**config.mk**
```make
export PLATFORM = sky130hd
export DESIGN_NAME = oam_dma_ctrl
export DESIGN_NICKNAME = d
export VERILOG_FILES = /design/src/rtl/dma_pkg.sv /design/src/rtl/oam_dma_ctrl.sv
export SDC_FILE = /design/constraint.sdc
export NUM_CORES = 1
export LEC_CHECK = 0
export CAP_MARGIN = 30
export CORE_MARGIN = 5
export CORE_UTILIZATION = 36
export DETAILED_ROUTE_END_ITERATION = 10
export GPL_TIMING_DRIVEN = 0
export PLACE_DENSITY = 0.77
export SETUP_SLACK_MARGIN = 0.4
export SLEW_MARGIN = 20
export SYNTH_ARGS = -nofsm -noshare
export SYNTH_HDL_FRONTEND = slang
export SYNTH_SLANG_ARGS = --single-unit
```
**constraint.sdc**
```tcl
create_clock -name Clk -period 1.66 [get_ports Clk]
set_clock_uncertainty 0.05 [all_clocks]
set_input_delay 0.498 -clock Clk [delete_from_list [all_inputs] [get_ports Clk]]
set_output_delay 0.498 -clock Clk [all_outputs]
set_load 0.005 [all_outputs]
```
**src/rtl/dma_pkg.sv**
```systemverilog
// ============================================================================
// dma_pkg : shared state encoding and register map for the sprite OAM DMA.
// Revision: 1.0
// ============================================================================
`default_nettype none

package dma_pkg;

    localparam logic [23:0] OAMDMA_REG  = 24'h004014;
    localparam logic [23:0] OAMDATA_REG = 24'h002004;
    localparam int unsigned XFER_LEN    = 256;

    typedef enum logic [2:0] {
        IDLE  = 3'd0,
        HALT  = 3'd1,
        ALIGN = 3'd2,
        READ  = 3'd3,
        WRITE = 3'd4
    } dma_state_t;

endpackage

`default_nettype wire

```
**src/rtl/oam_dma_ctrl.sv**
```systemverilog
// ============================================================================
// oam_dma_ctrl : halts the CPU and copies one page to OAMDATA on a $4014 write.
// Optional macro OAM_DMA_ALIGN_EN adds the odd-cycle ALIGN state.
// Revision: 1.0
// ============================================================================
`default_nettype none

module oam_dma_ctrl
    import dma_pkg::*;
(
    input  logic        Clk,
    input  logic        Reset,
    input  logic        CPU_CE,
    input  logic [23:0] CPU_ADDR,
    input  logic        CPU_WE,
    input  logic [7:0]  CPU_DO,
    input  logic [7:0]  BUS_DI,
    output logic        CPU_RDY,
    output logic        DMA_ACTIVE,
    output logic [23:0] DMA_ADDR,
    output logic        DMA_WE,
    output logic [7:0]  DMA_DO
);

    localparam logic [7:0] IDX_LAST = 8'(XFER_LEN - 1);

    dma_state_t state_q, state_d;
    logic [7:0] page_q, page_d;
    logic [7:0] idx_q, idx_d;
    logic [7:0] data_q, data_d;
    logic       align_req;

`ifdef OAM_DMA_ALIGN_EN
    logic parity_q;

    always_ff @(posedge Clk) begin
        if (Reset)
            parity_q <= 1'b0;
        else if (CPU_CE)
            parity_q <= ~parity_q;
    end

    // HALT moves to ALIGN when parity is 1 after the HALT edge, i.e. 0 before it.
    assign align_req = ~parity_q;
`else
    assign align_req = 1'b0;
`endif

    always_ff @(posedge Clk) begin
        if (Reset) begin
            state_q <= IDLE;
            page_q  <= 8'h00;
            idx_q   <= 8'h00;
            data_q  <= 8'h00;
        end else begin
            state_q <= state_d;
            page_q  <= page_d;
            idx_q   <= idx_d;
            data_q  <= data_d;
        end
    end

    always_comb begin
        state_d = state_q;
        page_d  = page_q;
        idx_d   = idx_q;
        data_d  = data_q;
        if (CPU_CE) begin
            case (state_q)
                IDLE: begin
                    if (CPU_WE && (CPU_ADDR == OAMDMA_REG)) begin
                        page_d  = CPU_DO;
                        state_d = HALT;
                    end
                end
                HALT:  state_d = align_req ? ALIGN : READ;
                ALIGN: state_d = READ;
                READ: begin
                    data_d  = BUS_DI;
                    state_d = WRITE;
                end
                WRITE: begin
                    if (idx_q == IDX_LAST) begin
                        idx_d   = 8'h00;
                        state_d = IDLE;
                    end else begin
                        idx_d   = idx_q + 8'h01;
                        state_d = READ;
                    end
                end
                default: state_d = IDLE;
            endcase
        end
    end

    always_comb begin
        CPU_RDY    = 1'b1;
        DMA_ACTIVE = 1'b0;
        DMA_ADDR   = 24'h000000;
        DMA_WE     = 1'b0;
        DMA_DO     = 8'h00;
        case (state_q)
            HALT: CPU_RDY = 1'b0;
            ALIGN, READ: begin
                CPU_RDY    = 1'b0;
                DMA_ACTIVE = 1'b1;
                DMA_ADDR   = {8'h00, page_q, idx_q};
            end
            WRITE: begin
                CPU_RDY    = 1'b0;
                DMA_ACTIVE = 1'b1;
                DMA_ADDR   = OAMDATA_REG;
                DMA_WE     = 1'b1;
                DMA_DO     = data_q;
            end
            default: ;
        endcase
    end

endmodule

`default_nettype wire

```
==> reports/metrics.csv <==
metric,value,unit
run_status,finished with violations,
violations,setup timing,
hpwl,3250,um
worstPathRequired,1.11,ns
firstDrtPassIters,4,
rows,23,
wirelength,5111,um
port_buffers,69,
cts_sinks,27,
io_pins,79,
synth_cells,187,
final_cell_mix,"buf_6 (36), dfxtp_1 (24), buf_2 (22)",
core-area,4058,um^2
layout_commonest_cell,buf_6,
grt_pass1_wl,7590,um
hold_ws,0.4069,ns
fin_util,71.29,%
htree_levels,1,
ant_nets,0,
drv_slew,0,
power,1.294,mW
dieArea,5627,um^2
drc_errors,0,
areaGrowthSynthToFinish,90.13,%
fillCellCount,315,
routed_via_density,5.009,
n_antenna_cell,0,
grt_antenna_before_repair,0,
rsz0062_at_grt,true,
layout_min_cycle_time,2.016,ns
drive_above_1_share,49.83,%
hold_violations,0,
synth.yosys.seq_area_share,35.53,%
cts_made_buffers,3,
path_clk_slew,0.09,ns
layoutNonFillerInstCount,343,
synth_area,1521,um^2
grt_max_degree,16,
hold_class,reg -> reg,
setup_viol,27,
path_class,reg -> out,
drt_iter0_markers,101,
ir_drop,0.3263,mV
gp_congestion,0.7657,
root_buffer,clkbuf_8,
drv_cap,0,
tns,-7.063,ns
start_util,37.50,%
cts_tree,yes,
fin_nets,339,
leakagePower,1.213,nW
cp.arrival,1.47,ns
dp.cells,313,
syn_avg_cell_area,8.136,um^2
worst-path-max-fanout,5,
ys_types,37,
critPathCaptureType,output port,
cts_buffer_depth,2,
clk_latency,0.28,ns
routedWlPerCell,14.90,um
synth_seq_cells,27,
die_h,75.01,um
r2r_slack,0.03,ns
fp.dieW,75.01,um
grt_pass1_vias,1670,
ys_warn_count,0,
start_kind,flop,
power_density,447.2,nW/um^2
gr-total-overflow,0,
max_freq,496.0,MHz
fin_crit_sh,121.4,%
grtUsageTotal,17.41,%
vias,1718,
setup_ws,-0.3560,ns
[final timing paths]
| path | from | endpoint | depth (start not counted) |
|---|---|---|---|
| setup / recovery | state_q[1] | DMA_ADDR[14] | 7 |
| hold / removal | data_q[3] | data_q[3] | 2 |
| setup reg to reg | state_q[1] | idx_q[7] | 7 |
| hold reg to reg | data_q[3] | data_q[3] | 2 |
[synth_stat cells, drive strengths merged]
cell / number / share of area, %
a211oi: 1 / 0.82
nor4: 2 / 0.82
nand3: 4 / 1.3
and4: 1 / 0.58
nor2: 12 / 3.0
inv: 1 / 0.25
xor2: 3 / 1.7
nor3: 5 / 2.4
dfxtp: 27 / 36
o21ai: 9 / 3.0
conb: 1 / 0.25
nand4bb: 1 / 0.74
a21o: 3 / 1.5
nand2: 21 / 5.2
nor2b: 1 / 0.41
and2b: 1 / 0.49
and3: 10 / 4.1
buf: 14 / 6.5
clkbuf: 6 / 1.6
a31oi: 2 / 0.82
nand2b: 2 / 0.82
and2: 16 / 6.6
or2: 1 / 0.41
nor4b: 3 / 3.5
ha: 1 / 0.82
o221a: 1 / 0.74
and4bb: 1 / 0.82
a21oi: 18 / 5.9
nand4: 12 / 4.9
nor4bb: 1 / 0.66
xnor2: 5 / 2.9
a2111oi: 1 / 0.99
[sequential cells by signal, indices dropped and copies added (netlist names)]
name and count:
data_q 8, idx_q 8, page_q 8, state_q 3
[kinds of logic after synthesis]
kind of cell,share of synthesized area [%]
other cells,0.2465
flops,35.53
fa+ha+maj,0.8222
simple gates,36.76
xor+xnor,4.605
buf+inv,8.305
compound gates,13.73
[timing repair]
action	CTS	global route
hold buffers	0	0
setup endpoints to repair	54	54
cloned	1	0
gates resized for setup	231	29
setup buffers	21	4
pin swaps	35	23
[where the power goes]
| group | internal (mW) | switching, mW | total [mW] |
|---|---|---|---|
| sequential | 0.650 | 0.00128 | 0.651 |
| clock | 0.169 | 0.217 | 0.386 |
| combinational | 0.157 | 0.0994 | 0.256 |
| total | 0.976 | 0.318 | 1.29 |
[through the flow]
stage | worst slack (ns) | instance area [um^2]
after floorplan | 0.09399 | 1719
after global placement | -0.4607 | 2472
after detailed placement | -0.4864 | 2472
after CTS | -0.3645 | 2744
after global routing | -0.3911 | 2893
final | -0.3560 | 2893
[area by class of cell]
class	count	area, um^2	area share [%]
Multi-Input combinational cell	146	1147	39.66
Timing Repair Buffer	95	885.9	30.62
Sequential cell	27	544.3	18.81
Buffer	20	202.7	7.007
Tap cell	50	62.56	2.163
Clock buffer	3	41.29	1.427
Clock inverter	1	5.005	0.1730
Inverter	1	3.754	0.1298
[critical path: stages (launching register included)]
cell       delay [ns]
dfxtp_2          0.33
buf_6            0.12
nor2b_4          0.12
buf_6            0.12
buf_6            0.12
clkbuf_16        0.14
and2_4           0.13
buf_6            0.10
[routing by layer]
layer  vias to the layer above  track usage (%)  wire [um]
met1                       800            21.69       2122
met4                         0            5.929         89
met3                         9            3.738        313
met2                        56            29.69       2586
li1                        853                -          -
met5                         -                0          0
(Power assumes the default switching activity.)
